===== src/rtl/trap_sequencer.sv =====
// Trap/return sequencer: serialises trap CSR updates (mepc, mcause, mtval, mstatus) and then redirects to mtvec; also handles mret.
// Latency: a trap is detected at T, writes CSRs T+1..T+4, redirects at T+5 and is idle at T+6; mret redirects at T+1.
// Backpressure: holds stall high in every non-idle state; CSR-instruction writes get a grant only in idle with no trap or mret.
module trap_sequencer (
    input  logic        clk,
    input  logic        rst,
    input  logic        exc_illegal,
    input  logic        exc_ecall,
    input  logic        exc_saf,
    input  logic        exc_laf,
    input  logic        irq,
    input  logic        mret,
    input  logic [31:0] epc_cur,
    input  logic [31:0] epc_next,
    input  logic [31:0] bad_inst,
    input  logic [31:0] bad_addr,
    input  logic        csr_inst_req,
    input  logic [11:0] csr_inst_addr,
    input  logic [31:0] csr_inst_wdata,
    input  logic [1:0]  csr_inst_mode,
    output logic        csr_inst_ack,
    output logic        csr_w,
    output logic [11:0] csr_waddr,
    output logic [31:0] csr_wdata,
    output logic [1:0]  csr_wsc_mode,
    output logic [11:0] csr_raddr,
    input  logic [31:0] csr_rdata,
    input  logic [31:0] mstatus,
    output logic        stall,
    output logic        flush,
    output logic        redirect,
    output logic [31:0] pc_redirect,
    output logic        regwrite_cancel
);

    localparam logic [11:0] ADDR_MSTATUS = 12'h300;
    localparam logic [11:0] ADDR_MTVEC   = 12'h305;
    localparam logic [11:0] ADDR_MEPC    = 12'h341;
    localparam logic [11:0] ADDR_MCAUSE  = 12'h342;
    localparam logic [11:0] ADDR_MTVAL   = 12'h343;
    localparam logic [1:0]  MODE_WRITE   = 2'b01;

    typedef enum logic [2:0] {IDLE, EPC, CAUSE, TVAL, STATUS, VEC, MRET} state_t;

    state_t      state;
    logic [31:0] epc_q;
    logic [31:0] cause_q;
    logic [31:0] tval_q;

    logic        sync_exc;
    logic        trap_valid;
    logic [31:0] cause_sel;
    logic [31:0] tval_sel;
    logic [31:0] trap_status;
    logic [31:0] mret_status;

    assign sync_exc   = exc_illegal | exc_ecall | exc_saf | exc_laf;
    assign trap_valid = sync_exc | (irq & mstatus[3]);

    always_comb begin
        cause_sel = 32'h8000_000B;
        tval_sel  = 32'h0;
        if (exc_illegal) begin
            cause_sel = 32'd2;
            tval_sel  = bad_inst;
        end else if (exc_ecall) begin
            cause_sel = 32'd11;
        end else if (exc_saf) begin
            cause_sel = 32'd7;
            tval_sel  = bad_addr;
        end else if (exc_laf) begin
            cause_sel = 32'd5;
            tval_sel  = bad_addr;
        end
    end

    // Trap entry: MPIE<=MIE, MIE<=0, MPP<=M. Return: MIE<=MPIE, MPIE<=1, MPP<=M.
    assign trap_status = {mstatus[31:13], 2'b11, mstatus[10:8], mstatus[3], mstatus[6:4], 1'b0, mstatus[2:0]};
    assign mret_status = {mstatus[31:13], 2'b11, mstatus[10:8], 1'b1, mstatus[6:4], mstatus[7], mstatus[2:0]};

    always_ff @(posedge clk) begin
        if (rst) begin
            state   <= IDLE;
            epc_q   <= 32'h0;
            cause_q <= 32'h0;
            tval_q  <= 32'h0;
        end else begin
            case (state)
                IDLE: begin
                    if (trap_valid) begin
                        epc_q   <= sync_exc ? epc_cur : epc_next;
                        cause_q <= cause_sel;
                        tval_q  <= tval_sel;
                        state   <= EPC;
                    end else if (mret) begin
                        state <= MRET;
                    end
                end
                EPC:     state <= CAUSE;
                CAUSE:   state <= TVAL;
                TVAL:    state <= STATUS;
                STATUS:  state <= VEC;
                VEC:     state <= IDLE;
                MRET:    state <= IDLE;
                default: state <= IDLE;
            endcase
        end
    end

    always_comb begin
        csr_inst_ack    = 1'b0;
        csr_w           = 1'b0;
        csr_waddr       = 12'h0;
        csr_wdata       = 32'h0;
        csr_wsc_mode    = 2'b00;
        csr_raddr       = 12'h0;
        stall           = 1'b0;
        flush           = 1'b0;
        redirect        = 1'b0;
        pc_redirect     = 32'h0;
        regwrite_cancel = 1'b0;
        if (!rst) begin
            stall = (state != IDLE);
            case (state)
                IDLE: begin
                    if (trap_valid) begin
                        flush           = 1'b1;
                        regwrite_cancel = sync_exc;
                    end else if (!mret && csr_inst_req) begin
                        csr_inst_ack = 1'b1;
                        csr_w        = 1'b1;
                        csr_waddr    = csr_inst_addr;
                        csr_wdata    = csr_inst_wdata;
                        csr_wsc_mode = csr_inst_mode;
                        csr_raddr    = csr_inst_addr;
                    end
                end
                EPC: begin
                    csr_w        = 1'b1;
                    csr_wsc_mode = MODE_WRITE;
                    csr_waddr    = ADDR_MEPC;
                    csr_wdata    = epc_q;
                end
                CAUSE: begin
                    csr_w        = 1'b1;
                    csr_wsc_mode = MODE_WRITE;
                    csr_waddr    = ADDR_MCAUSE;
                    csr_wdata    = cause_q;
                end
                TVAL: begin
                    csr_w        = 1'b1;
                    csr_wsc_mode = MODE_WRITE;
                    csr_waddr    = ADDR_MTVAL;
                    csr_wdata    = tval_q;
                end
                STATUS: begin
                    csr_w        = 1'b1;
                    csr_wsc_mode = MODE_WRITE;
                    csr_waddr    = ADDR_MSTATUS;
                    csr_wdata    = trap_status;
                end
                VEC: begin
                    csr_raddr   = ADDR_MTVEC;
                    redirect    = 1'b1;
                    flush       = 1'b1;
                    pc_redirect = csr_rdata & ~32'h3;
                end
                MRET: begin
                    csr_raddr    = ADDR_MEPC;
                    redirect     = 1'b1;
                    flush        = 1'b1;
                    pc_redirect  = csr_rdata;
                    csr_w        = 1'b1;
                    csr_wsc_mode = MODE_WRITE;
                    csr_waddr    = ADDR_MSTATUS;
                    csr_wdata    = mret_status;
                end
                default: stall = 1'b1;
            endcase
        end
    end

endmodule


===== config.mk =====
export PLATFORM = sky130hd
export DESIGN_NAME = trap_sequencer
export DESIGN_NICKNAME = d
export VERILOG_FILES = /design/src/rtl/trap_sequencer.sv
export SDC_FILE = /design/constraint.sdc
export NUM_CORES = 1
export LEC_CHECK = 0
export BUFFER_PORTS_ARGS = -buffer_cell sky130_fd_sc_hd__buf_2
export CORE_AREA = 3 3 133 135
export DETAILED_ROUTE_END_ITERATION = 16
export DIE_AREA = 0 0 136 138
export HOLD_SLACK_MARGIN = 0.03
export PLACE_DENSITY = 0.65
export SETUP_SLACK_MARGIN = 0.5
export SYNTH_ARGS = -nofsm -noshare
export SYNTH_HDL_FRONTEND = slang
export SYNTH_SLANG_ARGS = --single-unit

===== constraint.sdc =====
create_clock -name clk -period 2.8 [get_ports clk]
set_clock_uncertainty 0.2 [all_clocks]
set_input_delay 0.56 -clock clk [delete_from_list [all_inputs] [get_ports clk]]
set_output_delay 0.56 -clock clk [all_outputs]
set_load 0.05 [all_outputs]

Yosys cells after proc, flatten, opt, wreduce, memory -nomap -nowiden
Cells that the tools add are included.
- bits in read-only memories: 0
- RAM bits: 0
- bits in registers: 99
- bits of input ports: 247
- memories kept: 0
- output and inout port bits: 96
- latch bits: 0
- word-level logic and storage cells: 69
- muxes and demuxes: 44
- reductions and logical operators: 9
- shifts and indexed selects: 0
- multiply operators: 0
- eq/ne operators: 7
- add/sub/neg operators: 0
- magnitude comparators: 0
- bitwise gates (word level): 5
- divide/modulo/power cells: 0
- operator list (kind ; count):
    $mux 32 ; 13
    $pmux 32 s6 ; 1
    $pmux 32 s2 ; 1
    $pmux 12 s5 ; 1
    $mux 12 ; 4
    $pmux 12 s3 ; 1
    $pmux 3 s5 ; 1
    $mux 1 ; 14
    $eq 3x3->1 const B ; 3
    $reduce_or 7->1 ; 1
    $eq 3x2->1 const B ; 2
    $mux 2 ; 3
    $mux 3 ; 2
    $reduce_or 5->1 ; 1
    $or 1x1->1 ; 4
    $pmux 1 s2 ; 2
    $pmux 2 s2 ; 1
    $reduce_or 2->1 ; 2
    $eq 3x1->1 const B ; 1
    $logic_not 3->1 ; 1
    $ne 3x3->1 const B ; 1
    $reduce_bool 3->1 ; 1
    $reduce_and 2->1 ; 1
    $and 1x1->1 ; 1
    2 further kinds ; 2

Depth between registers and ports, before layout
- depth in word-level cells: 7
- gate-level depth with buffers: 8
- depth with buffers taken out: 4

Least setup slack after synthesis
Ideal clock, no wire load.
- path kind: input-to-output
- from: input exc_saf
- to: output csr_raddr[6]
- path slack: -0.823 ns
- data required time: 2.040 ns
- stages: 6
- arrival: 2.863 ns
- buffers on the path: 2
- cell sequence: or4_1 -> buf_6 -> nor4_4 -> buf_4 -> a31oi_1 -> nor3_1
- cells in the longest elaborated chain, start to end: 6
- ends and longest elaborated chain (element ; line ; source):
    from (decl) ; 9 ; input logic exc_saf,
    $or 1x1->1 (2 in a row) ; 57 ; assign sync_exc = exc_illegal | exc_ecall | exc_saf | exc_laf;
    $or 1x1->1 ; 58 ; assign trap_valid = sync_exc | (irq & mstatus[3]);
    $mux 12 ; 126 ; if (trap_valid) begin
    $pmux 12 s3 ; 124 ; case (state)
    $mux 12 ; 122 ; if (!rst) begin
    to (decl) ; 26 ; output logic [11:0] csr_raddr,
Every way passes these cells.

Final worst setup path
- from: input exc_saf
- to: output csr_raddr[0]
The elaborated chain is that of the path after synthesis.

==> results_dict.tcl <==
set metrics [dict create \
    status "finished with violations" \
    violations "setup timing" \
    hold_path.class "flop to flop" \
    via_per_inst 5.23 \
    rsz0062_at_grt "true" \
    crit_start "exc_saf" \
    synth.avg_cell_area_um2 7.81 \
    hold_depth 2 \
    ys_ff_latch 72 \
    crit_type "primary input to output pin" \
    r2r_setup_slack_ps 690 \
    power_density_nw_per_um2 424 \
    die_h_um 138 \
    cp-start-kind "primary input" \
    fp-row-count 47 \
    final-hold-violation-count 0 \
    yosysWarnings 0 \
    synth_edf_count 0 \
    insertion_delay_ps 330 \
    fmax_mhz 338 \
    clockBufferDepth 2 \
    holdBufCountCts 0 \
    area.growth.synth_to_final_pct 98.6 \
    synth-simple-area-share_pct 27.4 \
    cts_tree "done" \
    drc_errors 0 \
    synth_top_area_share_pct 31.5 \
    core_area_um2 16600 \
    path_delay_family "simple AND/OR/NAND/NOR gates" \
    synth_area_um2 4580 \
    layout.nets 1187 \
    setup_tns_ps -4400 \
    hold_slack_ps 275 \
    post-route-min-period_ps 2960 \
    finalPower_w 0.00386 \
    cp_data_arrival_time_ps 2200 \
    finalSetupViolCount 56 \
    leakage_nw 3.97 \
    routedWlPerCell_um 19.2 \
    cts-root-buf "clkbuf_16" \
    muxShareOfSynthArea_pct 7.87 \
    maxSlewHeadroom_pct 63.9 \
    worstMarginPinSlew_ps 542 \
    die_x_um 136 \
    ys_seq_area_share_pct 31.5 \
    fin_util_pct 54.8 \
    portBuffers 340 \
    vias 6103 \
    layout_setup_ws_ps -159 \
    syn_nets 833 \
    finalCritPeriodShare_pct 106 \
    synthAdderAreaFrac_pct 0 \
    worst_ep_required_time_ps 2040 \
    ios 343 \
    cts.clk_slew.worst_paths_ps 60 \
    path_buf_inv 6 \
    cp_cell_sequence "buf_6 -> or4_4 -> nor4_4 -> buf_6 -> buf_12 -> buf_16 -> buf_12 -> a31o_4 -> buf_8" \
    cts_buffers 9 \
    drive_gt1_share_pct 62.0 \
    synth_area_leaders "dfxtp_1 (31%), mux2_2 (7.9%), nor2_1 (7.8%), nand2_1 (6.4%), a221oi_1 (5.9%)" \
    synth_flop_cell "dfxtp_1" \
    cts_num_sinks 72 \
    crit_fanout 5 \
    netlist_instances 586 \
    ant_nets 0 \
    antenna_found_initial 1 \
    min_from "cause_q[3]" \
    slowest_delay_ps 580 \
    peakVddDrop_mv 0.345 \
    end_kind "output pin" \
    hold_end "cause_q[3]" \
    slowest_stage "or4_4" \
    most-common-layout-cells "buf_2 (242), buf_8 (80), dfxtp_1 (71), nor2_1 (70), nand2_1 (69)" \
    grt_remaining_overflow 0 \
    cap_viol_max_count 0 \
    dp_slack_ps -249 \
    drtIter0Drc 416 \
    cts_max_level 3 \
    synth_compound_area_share_pct 26.1 \
    routed_wl_mm 22.4 \
    grt_pass1_vias 6042 \
    timing.rr.start "state[1]" \
    synth_xor_area_share_pct 0.191 \
    grt_pass1_wl_mm 32.2 \
    ys_types 47 \
    initial_core_util_pct 27.6 \
    drt-pass1-iter-count 5 \
    slew_violations 0 \
    place_hpwl_mm 15.3 \
    grt_usage_pct 21.7 \
    r2r_cells 9 \
    synth_top_family_by_area "simple AND/OR/NAND/NOR gates" \
    async_flop_share_pct 0 \
    grt_max_degree 55 \
    r2r-end "tval_q[31]" \
    synth_area_leader_cell "dfxtp_1" \
    gp_congestion 0.762 \
    die_area_um2 18800 \
    final_common_cell "buf_2" \
]
[worst min-delay path, stage by stage, from the launching register on]
cell and delay, ps:
dfxtp_1 310, nand3_1 60, o41ai_1 60
[where the power goes]
part / total (W) / switching, W / internal, W / leakage, nW
registers: 0.00123 / 0.0000653 / 0.00116 / 0.598
logic: 0.00146 / 0.000796 / 0.000661 / 3.23
clock network: 0.00118 / 0.000459 / 0.000717 / 0.145
[flip-flops by register name (all words and copies together), names as in the netlist]
signal	count
tval_q	32
cause_q	5
state	3
epc_q	32
[what timing repair did]
action                                  in CTS  in global routing
buffers inserted                            12                  7
endpoints found under the setup margin      96                 96
cloned                                       5                  3
resized for setup                          217                126
pin swaps                                    5                 11
hold endpoints to repair                     0                  0
[Yosys cell counts, types with 2 or more instances]
master and n:
nor2_1 95, nand2_1 78, dfxtp_1 72, clkbuf_1 44
and2_1 33, mux2_2 32, nor3_1 32, a221oi_1 31
a311oi_1 31, and3_1 18, a222oi_1 16, a21oi_1 15
a22o_1 11, a22oi_1 10, buf_2 10, buf_4 6
buf_6 4, o2bb2ai_1 4, a211oi_1 3, a31o_2 3
a32o_1 3, nand3_1 3, nor2b_1 3, a2111oi_0 2
a21boi_0 2, a21o_1 2, a31oi_1 2, buf_1 2
[area by class of cell]
cell class                      instances  area (um2)
Antenna cell                            1        2.50
Clock buffer                           10         239
Clock inverter                          6        67.6
Fill cell                            1436        7490
Inverter                                1        3.75
Multi-Input combinational cell        448        3590
Sequential cell                        72        1450
Tap cell                              220         275
Timing Repair Buffer                  408        3470
[metrics by stage]
stage	std cells	area, um2
global placement	1122	7330
finish	1166	9090
floorplan	586	5250
detailed placement	1122	7330
global route	1166	9090
CTS	1155	8530
[worst max-delay path by stage]
stage | slack, ps | depth (start not counted) | endpoint
floorplan | -180 | 6 | csr_raddr[6]
global placement | -240 | 7 | csr_raddr[6]
detailed placement | -250 | 7 | csr_wdata[9]
CTS | -180 | 9 | csr_raddr[0]
global route | -230 | 9 | csr_wdata[29]
finish | -160 | 9 | csr_raddr[0]
[layer usage]
layer	GRT usage (%)	part of all wire, %
met4	6.79	3.1
met3	4.83	8.2
met1	24.7	37
met2	39.8	52
met5	0	0
[logic make-up after synthesis]
kind of cell              count (synthesis)
DFF                                      72
xor gates and xnor gates                  1
muxes                                    32
and+or+nand+nor                         271
AOI/OAI and AO/OA                       143
buffers and inverters                    67
Note: power is estimated with default switching activity, not from simulation.
